<file path="src/rtl/cart_bus_pkg.sv">
// cart_bus_pkg: shared types and constants for the cartridge bus arbiter.
// Optional feature macro: CART_ARB_RR_EN (round-robin arbitration, see cart_arb_sel).
package cart_bus_pkg;

  // Bus sequencer states, 2-bit encoding
  typedef enum logic [1:0] {
    ST_IDLE   = 2'd0,
    ST_SETUP  = 2'd1,
    ST_STROBE = 2'd2,
    ST_HOLD   = 2'd3
  } cart_state_e;

  // Requester port indices
  localparam logic PORT_CORE = 1'b0;
  localparam logic PORT_DBG  = 1'b1;

  // External RAM window decoded on A[15:13]
  localparam logic [2:0] CS_HI = 3'b101;

  // External RAM chip-select decode for a latched address
  function automatic logic cs_decode(input logic [15:0] addr);
    return (addr[15:13] == CS_HI);
  endfunction

endpackage

</file>
<file path="src/rtl/cart_arb_sel.sv">
// cart_arb_sel: combinational grant selection between core and debug ports.
// Macro CART_ARB_RR_EN selects round-robin on conflicts; otherwise the core wins.
module cart_arb_sel
  import cart_bus_pkg::*;
(
  input  logic c_elig_i,
  input  logic d_elig_i,
  input  logic rr_last_i,
  output logic gnt_valid_o,
  output logic gnt_port_o
);

`ifndef CART_ARB_RR_EN
  // rr_last is meaningless under fixed priority; keep it visibly unused
  logic unused_rr_s;
  assign unused_rr_s = rr_last_i;
`endif

  // Pick the winning port; a lone requester always wins
  always_comb begin
    gnt_valid_o = c_elig_i | d_elig_i;
    gnt_port_o  = PORT_CORE;
    if (c_elig_i && d_elig_i) begin
`ifdef CART_ARB_RR_EN
      gnt_port_o = (rr_last_i == PORT_CORE) ? PORT_DBG : PORT_CORE;
`else
      gnt_port_o = PORT_CORE;
`endif
    end else if (d_elig_i) begin
      gnt_port_o = PORT_DBG;
    end else begin
      gnt_port_o = PORT_CORE;
    end
  end

endmodule

</file>
<file path="src/rtl/cart_bus_arbiter.sv">
// cart_bus_arbiter: shares the cartridge bus between the Game Boy core (port 0)
// and the UART debug engine (port 1); each access runs SETUP -> STROBE -> HOLD.
// Macro CART_ARB_RR_EN enables round-robin conflict resolution (default: core priority).
module cart_bus_arbiter
  import cart_bus_pkg::*;
#(
  parameter int unsigned SETUP_CYC  = 1,
  parameter int unsigned STROBE_CYC = 2,
  parameter int unsigned HOLD_CYC   = 1
) (
  input  logic        clk,
  input  logic        rst_n,
  input  logic        halt,
  input  logic        c_req,
  input  logic        c_we,
  input  logic [15:0] c_addr,
  input  logic [7:0]  c_wdata,
  output logic        c_ack,
  output logic [7:0]  c_rdata,
  input  logic        d_req,
  input  logic        d_we,
  input  logic [15:0] d_addr,
  input  logic [7:0]  d_wdata,
  output logic        d_ack,
  output logic [7:0]  d_rdata,
  output logic [15:0] bus_a,
  output logic [7:0]  bus_dout,
  output logic        bus_oe,
  input  logic [7:0]  bus_din,
  output logic        bus_rd,
  output logic        bus_wr,
  output logic        bus_cs,
  output logic        busy
);

  // Counter reload values: each phase lasts *_CYC cycles counting down to zero
  localparam logic [3:0] SETUP_LD  = 4'(SETUP_CYC - 1);
  localparam logic [3:0] STROBE_LD = 4'(STROBE_CYC - 1);
  localparam logic [3:0] HOLD_LD   = 4'(HOLD_CYC - 1);

  cart_state_e state_q;
  logic [3:0]  cnt_q;
  logic        owner_q;
  logic        we_q;
  logic [7:0]  rd_buf_q;
  logic [15:0] bus_a_q;
  logic [7:0]  bus_dout_q;
  logic        bus_oe_q, bus_rd_q, bus_wr_q, bus_cs_q, busy_q;
  logic        c_ack_q, d_ack_q;
  logic [7:0]  c_rdata_q, d_rdata_q;

  logic        c_elig_s, d_elig_s, gnt_valid_s, gnt_port_s, rr_last_s;
  logic        sel_we_s;
  logic [15:0] sel_addr_s;
  logic [7:0]  sel_wdata_s;

  // The core is eligible only while not halted; halt is only looked at in IDLE
  assign c_elig_s = c_req & ~halt;
  assign d_elig_s = d_req;

  cart_arb_sel u_sel (
    .c_elig_i    (c_elig_s),
    .d_elig_i    (d_elig_s),
    .rr_last_i   (rr_last_s),
    .gnt_valid_o (gnt_valid_s),
    .gnt_port_o  (gnt_port_s)
  );

  // Route the winning port's request fields toward the latch registers
  always_comb begin
    if (gnt_port_s == PORT_DBG) begin
      sel_we_s    = d_we;
      sel_addr_s  = d_addr;
      sel_wdata_s = d_wdata;
    end else begin
      sel_we_s    = c_we;
      sel_addr_s  = c_addr;
      sel_wdata_s = c_wdata;
    end
  end

`ifdef CART_ARB_RR_EN
  logic rr_last_q;
  // Remember the last granted port for round-robin conflict resolution
  always_ff @(posedge clk) begin
    if (!rst_n) begin
      rr_last_q <= PORT_DBG;
    end else if (state_q == ST_IDLE && gnt_valid_s) begin
      rr_last_q <= gnt_port_s;
    end else begin
      rr_last_q <= rr_last_q;
    end
  end
  assign rr_last_s = rr_last_q;
`else
  assign rr_last_s = PORT_DBG;
`endif

  // Access sequencer with registered bus outputs, acks and read data
  always_ff @(posedge clk) begin
    if (!rst_n) begin
      state_q    <= ST_IDLE;
      cnt_q      <= 4'd0;
      owner_q    <= PORT_CORE;
      we_q       <= 1'b0;
      rd_buf_q   <= 8'h00;
      bus_a_q    <= 16'h0000;
      bus_dout_q <= 8'h00;
      bus_oe_q   <= 1'b0;
      bus_rd_q   <= 1'b0;
      bus_wr_q   <= 1'b0;
      bus_cs_q   <= 1'b0;
      busy_q     <= 1'b0;
      c_ack_q    <= 1'b0;
      d_ack_q    <= 1'b0;
      c_rdata_q  <= 8'h00;
      d_rdata_q  <= 8'h00;
    end else begin
      case (state_q)
        ST_IDLE: begin
          c_ack_q <= 1'b0;
          d_ack_q <= 1'b0;
          if (gnt_valid_s) begin
            owner_q    <= gnt_port_s;
            we_q       <= sel_we_s;
            bus_a_q    <= sel_addr_s;
            bus_cs_q   <= cs_decode(sel_addr_s);
            bus_oe_q   <= sel_we_s;
            bus_dout_q <= sel_wdata_s;
            busy_q     <= 1'b1;
            cnt_q      <= SETUP_LD;
            state_q    <= ST_SETUP;
          end else begin
            state_q <= ST_IDLE;
          end
        end
        ST_SETUP: begin
          if (cnt_q == 4'd0) begin
            bus_rd_q <= ~we_q;
            bus_wr_q <= we_q;
            cnt_q    <= STROBE_LD;
            state_q  <= ST_STROBE;
          end else begin
            cnt_q <= cnt_q - 4'd1;
          end
        end
        ST_STROBE: begin
          if (cnt_q == 4'd0) begin
            bus_rd_q <= 1'b0;
            bus_wr_q <= 1'b0;
            rd_buf_q <= bus_din;
            cnt_q    <= HOLD_LD;
            state_q  <= ST_HOLD;
            // Single-cycle HOLD: the ack cycle starts right now, so use bus_din directly
            if (HOLD_LD == 4'd0) begin
              if (owner_q == PORT_DBG) begin
                d_ack_q <= 1'b1;
                if (!we_q) d_rdata_q <= bus_din;
              end else begin
                c_ack_q <= 1'b1;
                if (!we_q) c_rdata_q <= bus_din;
              end
            end
          end else begin
            cnt_q <= cnt_q - 4'd1;
          end
        end
        ST_HOLD: begin
          if (cnt_q == 4'd0) begin
            c_ack_q    <= 1'b0;
            d_ack_q    <= 1'b0;
            bus_a_q    <= 16'h0000;
            bus_dout_q <= 8'h00;
            bus_oe_q   <= 1'b0;
            bus_cs_q   <= 1'b0;
            busy_q     <= 1'b0;
            state_q    <= ST_IDLE;
          end else begin
            cnt_q <= cnt_q - 4'd1;
            // Entering the last HOLD cycle: raise the owner's ack with captured data
            if (cnt_q == 4'd1) begin
              if (owner_q == PORT_DBG) begin
                d_ack_q <= 1'b1;
                if (!we_q) d_rdata_q <= rd_buf_q;
              end else begin
                c_ack_q <= 1'b1;
                if (!we_q) c_rdata_q <= rd_buf_q;
              end
            end
          end
        end
        default: begin
          state_q <= ST_IDLE;
        end
      endcase
    end
  end

  assign bus_a    = bus_a_q;
  assign bus_dout = bus_dout_q;
  assign bus_oe   = bus_oe_q;
  assign bus_rd   = bus_rd_q;
  assign bus_wr   = bus_wr_q;
  assign bus_cs   = bus_cs_q;
  assign busy     = busy_q;
  assign c_ack    = c_ack_q;
  assign d_ack    = d_ack_q;
  assign c_rdata  = c_rdata_q;
  assign d_rdata  = d_rdata_q;

endmodule

</file>
<file path="config.mk">
export PLATFORM = sky130hd
export DESIGN_NAME = cart_bus_arbiter
export DESIGN_NICKNAME = d
export VERILOG_FILES = /design/src/rtl/cart_bus_pkg.sv /design/src/rtl/cart_arb_sel.sv /design/src/rtl/cart_bus_arbiter.sv
export SDC_FILE = /design/constraint.sdc
export NUM_CORES = 1
export LEC_CHECK = 0
export CORE_MARGIN = 4
export CORE_UTILIZATION = 45
export CTS_BUF_LIST = sky130_fd_sc_hd__clkbuf_8
export DETAILED_ROUTE_END_ITERATION = 8
export GPL_TIMING_DRIVEN = 0
export PLACE_DENSITY_LB_ADDON = 0.08
export SYNTH_ARGS = -nofsm -noshare
export SYNTH_HDL_FRONTEND = slang
export SYNTH_HIERARCHICAL = 1
export SYNTH_SLANG_ARGS = --single-unit
</file>
<file path="constraint.sdc">
create_clock -name clk -period 2.1 [get_ports clk]
set_input_delay 0.525 -clock clk [delete_from_list [all_inputs] [get_ports clk]]
set_output_delay 0.525 -clock clk [all_outputs]
set_load 0.03 [all_outputs]
</file>
# Word level (Yosys, flattened, before mapping)
# Index checks and enable logic that the tools add are counted.
[totals] register_bits=63 latchBits=0 ramBits=0 mem_bits_ro=0 out_inout_bits=47 elab_cells=111 mem_count=0
[classes] n_addsub=1 multipliers=0 div=0 order_cmp=0 eq_ne=18 shift=0 muxes=56 n_bitwise=4 n_reduce_logical=16
[op_table] op="two-way mux 8 bit" count=15
[op_table] op="two-way mux 16 bit" count=3
[op_table] op="one-hot mux 8 bit (2 select lines)" count=3
[op_table] op="one-hot mux 16 bit (2 select lines)" count=1
[op_table] op="inequality test 2 bit, second input constant" count=12
[op_table] op="two-way mux 1 bit" count=18
[op_table] op="two-way mux 4 bit" count=4
[op_table] op="one-hot mux 4 bit (4 select lines)" count=1
[op_table] op="AND reduction 8 bit" count=2
[op_table] op="AND reduction 3 bit" count=4
[op_table] op="one-hot mux 1 bit (2 select lines)" count=5
[op_table] op="one-hot mux 2 bit (4 select lines)" count=1
[op_table] op="two-way mux 2 bit" count=3
[op_table] op="one-hot mux 1 bit (3 select lines)" count=2
[op_table] op="AND reduction 2 bit" count=3
[op_table] op="nonzero test 2 bit" count=3
[op_table] op="== test 2 bit, second input constant" count=2
[op_table] op="== test 4 x 1 -> 1 bit, second input constant" count=1
[op_table] op="logical NOT 4 bit" count=1
[op_table] op="subtractor 4 x 1 -> 4 bit, second input constant" count=1
[op_table] op="== test 3 bit, second input constant" count=1
[op_table] op="inequality test 3 bit, second input constant" count=1
[op_table] op="nonzero test 3 bit" count=1
[op_table] op="== test 2 x 1 -> 1 bit, second input constant" count=1
[op_table] op="5 further kinds" count=6

# Depth between registers and ports, before layout
[depth] ltp_word=8 depth_mapped=7

# By module
# The synthesis kept the hierarchy.
[modules_own_cells] module="cart_bus_arbiter" n_inst=1 cells_per_inst=306 area_per_inst_um2=2934.1
[modules_own_cells] module="cart_arb_sel" n_inst=1 cells_per_inst=2 area_per_inst_um2=12.5

# Worst setup path after synthesis
# No wires, ideal clock.
[synth_path] path_kind="input to register" startpoint="input port c_req" endpoint="register bus_dout_q[2], in the netlist bus_dout[2]" arrival_time_ns=1.746 required_time_ns=1.964 slack_ns=0.218 path_stages=6 n_path_buf=2 path_cell_list="nor2b_1 > nor2b_1 > buf_2 > buf_1 > mux2i_1 > o22ai_1"
[synth_via] elab_chain_cells=6 word_cells_on_any_way=9
[synth_rtl] item="from (decl)" line_no="cart_bus_arbiter.sv:14" text="input logic c_req,"
[synth_rtl] item="bitwise AND 1 bit" line_no="cart_bus_arbiter.sv:58" text="assign c_elig_s = c_req & ~halt;"
[synth_rtl] item="logical AND 1 bit" line_no="cart_arb_sel.sv:23" text="if (c_elig_i && d_elig_i) begin"
[synth_rtl] item="two-way mux 1 bit" line_no="cart_arb_sel.sv:23"
[synth_rtl] item="named net gnt_port_s" line_no="cart_bus_arbiter.sv:52" text="logic c_elig_s, d_elig_s, gnt_valid_s, gnt_port_s, rr_last_s;"
[synth_rtl] item="two-way mux 8 bit" line_no="cart_bus_arbiter.sv:71" text="if (gnt_port_s == PORT_DBG) begin"
[synth_rtl] item="two-way mux 8 bit" line_no="cart_bus_arbiter.sv:123" text="if (gnt_valid_s) begin"
[synth_rtl] item="one-hot mux 8 bit (2 select lines)" line_no="cart_bus_arbiter.sv:119" text="case (state_q)"
[synth_rtl] item="to (signal assigned)" line_no="cart_bus_arbiter.sv:129" text="bus_dout_q <= sel_wdata_s;"
[synth_rtl] item="to (decl)" line_no="cart_bus_arbiter.sv:47" text="logic [7:0] bus_dout_q;"
# The timed path passes the listed nets, and every way through them passes these cells. The select of a mux whose other input is x is not followed.
# A chain may end at the register's enable or synchronous reset.

# Worst setup path in the final report
[layout_path] startpoint="register state_q[0]" endpoint="register c_rdata_q[0], in the netlist c_rdata[0]"
[layout_via] elab_chain_cells=3 word_cells_on_any_way=12
[layout_rtl] item="from (decl)" line_no="cart_bus_arbiter.sv:41" text="cart_state_e state_q;"
[layout_rtl] item="from (signal assigned)" line_no="cart_bus_arbiter.sv:102" text="state_q <= ST_IDLE;"
[layout_rtl] item="from (signal assigned)" line_no="cart_bus_arbiter.sv:132" text="state_q <= ST_SETUP;"
[layout_rtl] item="from (signal assigned)" line_no="cart_bus_arbiter.sv:134" text="state_q <= ST_IDLE;"
[layout_rtl] item="== test 2 bit" line_no="cart_bus_arbiter.sv:119"
[layout_rtl] item="inequality test 2 bit (no source line) / nonzero test 2 bit (equally long branches)"
[layout_rtl] item="AND reduction 8 bit (no source line)"
[layout_rtl] item="to (signal assigned)" line_no="cart_bus_arbiter.sv:161" text="if (!we_q) c_rdata_q <= bus_din;"
[layout_rtl] item="to (signal assigned)" line_no="cart_bus_arbiter.sv:187" text="if (!we_q) c_rdata_q <= rd_buf_q;"
[layout_rtl] item="to (decl)" line_no="cart_bus_arbiter.sv:50" text="logic [7:0] c_rdata_q, d_rdata_q;"
# Parallel ways exist; a longest one is shown, timed or not.

==> results.py <==
metrics = {
    "setup_path": {
        "ff2ff_path_depth": 6,
        "crit_path_end_kind": "flip-flop",
        "cp_slowest_cell": "o211ai_4",
        "r2r-end": "c_rdata[0]",
        "reg2reg_slack_ns": 0.1,
        "reg2reg_from": "state_q[0]",
        "crit_type": "reg2reg",
        "slowest_delay_ns": 0.40,
        "crit_arrival_ns": 2.25,
        "cp_top_family": "buffers and inverters",
        "crit_path_cell_trace": "inv_1, ha_1, clkbuf_1, and4bb_2, o211ai_4, mux2i_1",
        "crit_required_ns": 2.35,
        "worst-path-buf-inv": 2,
        "cp-start-kind": "flip-flop",
        "critPathMaxFanout": 10,
    },
    "outcome": {
        "outcome": "completed",
    },
    "place": {
        "dp_slack_ns": -0.460,
        "portBuffers": 109,
        "place_hpwl_um": 5960,
        "placed_cell_area_sq_um": 4130,
        "place.gp.congestion": 0.874,
        "place_inst": 493,
    },
    "finish": {
        "antenna-diode-count": 0,
        "stdcell_area_sq_um": 4380,
        "final-seq-area_sq_um": 1260,
        "multiInputGateArea_sq_um": 1570,
        "final_common_cell": "clkdlybuf4s50_1",
        "final_cells": 512,
        "layout_common_cells": "clkdlybuf4s50_1 (109), dfxtp_1 (63), nand2_1 (55)",
        "fillers": 531,
        "drive_above_1_share": 0.120,
        "utilization": 0.689,
        "area_growth_pct": 48.8,
        "nets": 500,
    },
    "floorplanning": {
        "start_util": 0.463,
        "coreArea_sq_um": 6350,
        "die_y_um": 88.9,
        "pin_count": 110,
        "die-width_um": 88.9,
        "die-area_sq_um": 7900,
        "fp-row-count": 29,
    },
    "routing": {
        "first_iter_violations": 74,
        "vias": 2709,
        "totalWireLength_um": 8140,
        "ant_nets": 0,
        "first_pass_iters": 4,
        "post_drt_wl_per_cell_um": 15.9,
        "vias_per_cell": 5.29,
        "drc": 0,
    },
    "sta": {
        "max_freq_mhz": 500,
        "fin_skew_ns": 0.00927,
        "layout_setup_ws_ns": 0.100,
        "relSlewSlack": 0.599,
        "finalSetupTns_ns": 0,
        "setup_violations": 0,
        "worstMarginPinSlew_ns": 0.597,
        "final.min_clock_period_ns": 2.00,
        "maxSlewViolCount": 0,
        "finalHoldViolations": 0,
        "fin_crit_sh": 0.952,
        "hold_slack_ns": 0.461,
    },
    "grt": {
        "grt_pass1_vias": 2693,
        "antenna_found_initial": 0,
        "grt_start_max_net_pins": 11,
        "grt_pass1_wl_um": 12800,
        "overflow": 0,
        "track_usage": 0.211,
    },
    "clock_network": {
        "clock_path_buffers": 2,
        "clk_latency_ns": 0.34,
        "root_buffer": "clkbuf_8",
        "cts_made_buffers": 9,
        "htree_num_levels": 3,
        "numClockSinks": 63,
        "clkTransAtPathRegs_ns": 0.07,
        "hold_buffers": 0,
        "cts_tree": "built",
    },
    "worst_hold_path": {
        "hold_end": "c_rdata[7]",
        "min_path_cells": 2,
        "hold_path.class": "reg2reg",
        "min_from": "c_rdata[7]",
    },
    "yosys": {
        "yosysWarnings": 6,
        "synthesis.area_sq_um": 2940,
        "avgSynthCellArea_sq_um": 9.59,
        "syn_nets": 377,
        "syn-instance-count": 307,
    },
    "power_and_ir_drop": {
        "power_leakage_nw": 1.75,
        "peakVddDrop_v": 0.000660,
        "p_per_area_nw_per_um2": 1170,
        "design_power_total_mw": 5.12,
    },
    "job": {
        "maxCapViolCount": 0,
    },
}
-- state kept, by name (all words and copies together) (netlist names), 2 cells and up --
signal,flops
bus_a,16
bus_dout,8
c_rdata,8
cnt_q,4
d_rdata,8
rd_buf_q,8
state_q,2
-- report_power, final --
| group | internal (mW) | switching [mW] | total, mW |
|---|---|---|---|
| Sequential | 1.48 | 0.164 | 1.64 |
| Clock | 0.566 | 0.461 | 1.03 |
| Combinational | 1.06 | 1.40 | 2.45 |
| Total | 3.10 | 2.02 | 5.12 |
-- worst max-delay path by stage --
stage	cells past startpoint	startpoint	slack [ns]	endpoint
6_report	6	state_q[0]	0.1	c_rdata[0]
5_1_grt	6	state_q[0]	-0.01	c_rdata[1]
4_1_cts	6	state_q[0]	0.01	cnt_q[3]
3_5_place_dp	7	c_req	-0.46	bus_dout[3]
3_3_place_gp	7	c_req	-0.47	bus_a[4]
2_1_floorplan	6	c_req	0.22	bus_dout[2]
-- final cells by class --
| cell class | count | share of cell area |
|---|---|---|
| multi-input cells | 215 | 0.358 |
| flip-flops and latches | 63 | 0.288 |
| repair buffers | 112 | 0.254 |
| clock buffers | 10 | 0.0314 |
| plain buffers | 22 | 0.0283 |
| well taps | 77 | 0.0220 |
| clock inverters | 6 | 0.0120 |
| inverters | 7 | 0.00600 |
-- worst reg2reg max path: stages (launching register included) --
cell      delay, ns
dfxtp_1        0.34
inv_1          0.09
ha_1           0.14
clkbuf_1       0.34
and4bb_2       0.34
o211ai_4       0.40
mux2i_1        0.26
-- layer usage --
layer	vias to the layer above	wire length [um]	global-route usage
li1	1342	-	-
met3	12	694	0.0829
met2	88	3960	0.343
met1	1267	3350	0.250
met4	0	141	0.0810
met5	-	0	0
-- repair_timing --
item	CTS	global route
pin swaps	1	1
endpoints found under the setup margin	23	47
resized for setup	3	11
buffers inserted	2	1
(Power assumes the default switching activity.)
==> variant 1: new RTL, config.mk and constraints unchanged <==
Change the parameter `HOLD_CYC` from 1 to 0.
--- a/src/rtl/cart_bus_arbiter.sv
+++ b/src/rtl/cart_bus_arbiter.sv
@@ -6,7 +6,7 @@
 #(
   parameter int unsigned SETUP_CYC  = 1,
   parameter int unsigned STROBE_CYC = 2,
-  parameter int unsigned HOLD_CYC   = 1
+  parameter int unsigned HOLD_CYC   = 0
 ) (
   input  logic        clk,
   input  logic        rst_n,
Behaviour: not the same (a bounded check fails within 10 cycles, from zero or initial values and one cycle with rst_n low).
==> variant 1 against the original RTL <==
- global-route usage shrank 0.91 points
- total power decreased by 4.2%
- sequential cell count unchanged
- cell area decreased by 4.5%
- critical path depth is 2 higher
- worst setup slack worse by 0.034 ns
- routed wire length fell by 12%
- highest routed layer unchanged
- maximum frequency down 1.7%
- area after synthesis fell by 6.8%
- worst hold slack worse by 0.0051 ns
==> variant 1: results (changes against the original RTL) <==
Timing
  • Skew final: 0.0112 ns (+0.00195 ns)
  • Headroom to the max-slew limit: 0.645 (+0.0462)

Worst setup path
  • Reg2reg path depth: 6 (unchanged)
  • Worst Path Arrival: 2.29 ns (+0.04 ns)
  • Slowest CP cell: clkdlybuf4s50_1
  • Critical path origin: c_req
  • Peak fanout along the critical path: 10 (unchanged)
  • R2r startpoint: state_q[0]
  • Slowest cell delay on critical path: 0.46 ns (+0.06 ns)

Outcome
  • Status: finished clean

Min path
  • Worst Hold Class: flop to flop
  • Hold path depth: 1 (-1)
  • Worst Min Path Start: bus_a[13]

Routing
  • Max layer used: met4
  • Pre-antenna DRT Iters: 4 (unchanged)
  • Wire length per cell: 14.8 microns (-7.1%)
  • Wire length on met2: 3.24 mm (-18%)
  • Met3 routed WL: 736 microns (+6.1%)
  • Starting DRT DRC Count: 142 (+92%)
  • Vias/cell: 5.30 (about the same)
  • Metal1 wirelength: 3.09 mm (-7.5%)
  • DR vias: 2579 (-4.8%)

CTS
  • CTS Buffer Depth: 2 (unchanged)
  • Root buffer cell: clkbuf_8
  • CTS HTree Levels: 3 (unchanged)
  • Worst-Skew Late Latency: 0.34 ns (about the same)

GRT
  • Overall global routing resource usage: 0.202 (-0.00906)
  • First-pass GRT wire length: 11.9 mm (-6.8%)

Power and ir drop
  • Leak Pwr: 0.00153 uW (-12%)
  • Worst VDD drop: 598 uV (-9.5%)

Placed design
  • Hpwl dp: 5.36 mm (-10%)
  • RePlAce Congestion: 0.895 (+2.4%)
  • Port bufs: 109 (unchanged)
  • Dpl ws: -0.459 ns (+0.000798 ns)
  • Placed cell count: 470 (-4.7%)

Layout
  • Share of cells above drive strength 1: 0.117 (-0.00304)
  • Number of flip-flops in the largest register: 16 (unchanged)
  • Ant diodes: 0 (unchanged)
  • Post-layout nets: 478 (-4.4%)

Synth
  • Syn nets: 355 (-5.8%)
  • Syn avg cell area: 9.59 sq um (about the same)
[variant 1: timing repair]
action,in CTS,in global routing
pin swaps,0,1
buffers inserted,0,3
resized for setup,3,8
endpoints found under the setup margin,21,23
[variant 1: path summary, 6_finish.rpt]
kind / end / slack (ns)
max reg2reg: bus_a[14] / 0.15
min: bus_a[13] / 0.46
min reg2reg: bus_a[13] / 0.46
max: bus_a[14] / 0.07
[variant 1: where the power goes]
group	internal, uW	switching [uW]
Combinational	963	1260
Clock	563	452
Sequential	1490	180
Total	3020	1890
[variant 1: layer usage]
layer  GRT usage  vias to the layer above
met5           0                        -
met4      0.0849                        0
met3      0.0855                       12
met2       0.320                       92
met1       0.239                     1194
li1            -                     1281
[variant 1: stage by stage]
step | area (sq um) | total power [uW] | utilization
3_5_place_dp | 3930 | 3800 | 0.664
3_3_place_gp | 3930 | 3790 | 0.664
2_1_floorplan | 2740 | 2980 | -
4_1_cts | 4120 | 4850 | 0.697
5_1_grt | 4180 | 5200 | 0.706
6_report | 4180 | 4910 | 0.706
[variant 1: area by class of cell]
type,instances,area (sq um)
Timing Repair Buffer,112,1130
Clock inverter,4,47.5
Buffer,21,150
Fill cell,499,1740
Clock buffer,10,138
Tap cell,75,93.8
Sequential cell,63,1260
Multi-Input combinational cell,192,1330
Inverter,10,37.5
[variant 1: critical path: cells and delay by family]
kind            cells  cell delay (ns)
buf+inv             3             0.84
simple gates        4             0.79
compound gates      1             0.14
==> variant 2: new RTL, config.mk and constraints unchanged <==
Without the edit above. Re-encode `cart_state_e` (4 states) as one-hot, 4 bits wide.
--- a/src/rtl/cart_bus_pkg.sv
+++ b/src/rtl/cart_bus_pkg.sv
@@ -3,11 +3,11 @@
 package cart_bus_pkg;
 
   // Bus sequencer states, 2-bit encoding
-  typedef enum logic [1:0] {
-    ST_IDLE   = 2'd0,
-    ST_SETUP  = 2'd1,
-    ST_STROBE = 2'd2,
-    ST_HOLD   = 2'd3
+  typedef enum logic [3:0] {
+    ST_IDLE   = 4'b0001,
+    ST_SETUP  = 4'b0010,
+    ST_STROBE = 4'b0100,
+    ST_HOLD   = 4'b1000
   } cart_state_e;
 
   // Requester port indices
Behaviour: same outputs for any inputs over 4 cycles, from zero or initial values and one cycle with rst_n low; so few cycles prove little.
==> variant 2 against the original RTL <==
- routed wire length is 4.6% higher
- critical endpoint is now cnt_q[3]
- worst setup slack worse by 0.026 ns
- sequential cell count is 2 higher
- sequential share of layout area is 0.41 points lower
- worst hold slack worse by 0.013 ns
- global-route usage is 0.66 points lower
- via count is 8.6% higher
- first-iteration DRC count is 70% higher
- cell area is 4.8% higher
- critical path type unchanged
- area after synthesis is 5.1% higher
Power is not compared: it rests on default switching activity, and its combinational part moved more than twofold at a synthesized area within 25%.
==> variant 2: results (changes against the original RTL) <==
Outcome
  • Status: finished clean

Min path
  • Worst Hold Class: flop to flop
  • Worst Min Path Start: d_ack

Timing
  • Fin Hold WS: 0.448 ns (-0.0133 ns)
  • Fin crit share: 0.965 (+0.0123)
  • Headroom to the max-slew limit: 0.650 (+0.0511)
  • Skew final: 0.0108 ns (+0.00149 ns)

Power and ir drop
  • P_clk: 1090 uW
  • PwrDens: 705 nW/um^2
  • Combinational gate power: 795 uW
  • P_int: 2280 uW
  • Worst VDD drop: 454 uV

Placed design
  • Placed cell count: 527 (+6.9%)
  • Dpl ws: -0.713 ns (-0.253 ns)
  • Placed Area: 4280 sq um (+3.7%)
  • Hpwl dp: 6.31 mm (+5.7%)
  • RePlAce Congestion: 0.849 (-2.9%)

Synth
  • Yosys warnings: 6 (unchanged)
  • Syn avg cell area: 9.07 sq um (-5.3%)
  • Syn nets: 407 (+8.0%)

GRT
  • M1 GR Usage: 0.258 (+0.00732)
  • Vias in the first global route: 2855 (+6.0%)
  • Met3 Usage GRT: 0.0800 (-0.00287)
  • Largest net degree at the start of global routing: 13 (+2)
  • First-pass GRT wire length: 13.7 mm (+7.3%)
  • M2 GR Usage: 0.326 (-0.0173)
  • Overall global routing resource usage: 0.205 (-0.00660)

Routing
  • Starting DRT DRC Count: 126 (+70%)
  • Wire length per cell: 15.6 microns (-1.7%)
  • Vias/cell: 5.40 (+2.1%)
  • Pre-antenna DRT Iters: 4 (unchanged)

Layout
  • Multi-input logic portion of the cell area: 0.365 (+0.00716)
  • Buffer share of cell area: 0.278 (-0.00442)
  • Sequential share of cell area: 0.284 (-0.00412)
  • Inverters: 9 (+2)
  • Bufs w/o clock: 136 (+1.5%)
  • Share of cells above drive strength 1: 0.177 (+0.0578)
  • Seq Cell Count: 65 (+3.2%)
  • #MultiIn Comb: 242 (+13%)
  • Clock-cell share: 0.0445 (+0.00102)
  • Fill cell count: 539 (+1.5%)
  • Final core occ: 0.706 (+0.0168)
  • Finished Layout Cells: 545 (+6.4%)

CTS
  • Post_cts resized: 9 (+6)
  • CTS HTree Levels: 3 (unchanged)
  • Setup bufs post-CTS: 2 (unchanged)
  • CTS clk-pin slew, worst paths: 0.08 ns

Worst setup path
  • Peak fanout along the critical path: 8 (-2)
  • Critical path origin: cnt_q[0]
  • Top Family by Delay on Critical Path: simple AND/OR/NAND/NOR gates
  • Reg2Reg Setup Slack: 0.07 ns (-0.03 ns)
  • Slowest cell delay on critical path: 0.65 ns (+0.25 ns)
  • Slowest CP cell: or4b_2
-- variant 2: changes by cell type in the layout (fill, tap and decap cells not counted), moves of 4 or more --
| cell | unedited run | this run |
|---|---|---|
| nor2_1 | 11 | 29 |
| mux2_2 | 8 | 32 |
| a22oi_1 | 0 | 24 |
| buf_6 | 4 | 0 |
| o22ai_1 | 22 | 0 |
| a21oi_1 | 6 | 22 |
| mux2i_1 | 50 | 17 |
-- variant 2: routing by layer --
| layer | vias up | part of all wire |
|---|---|---|
| met3 | 10 | 0.074 |
| met4 | 0 | 0.015 |
| met1 | 1401 | 0.44 |
| li1 | 1441 | - |
| met5 | - | 0 |
| met2 | 91 | 0.47 |
-- variant 2: final timing paths --
check                   to  depth (start not counted)
setup / recovery  cnt_q[3]                          6
hold / removal       d_ack                          2
setup reg to reg  cnt_q[3]                          6
hold reg to reg      d_ack                          2
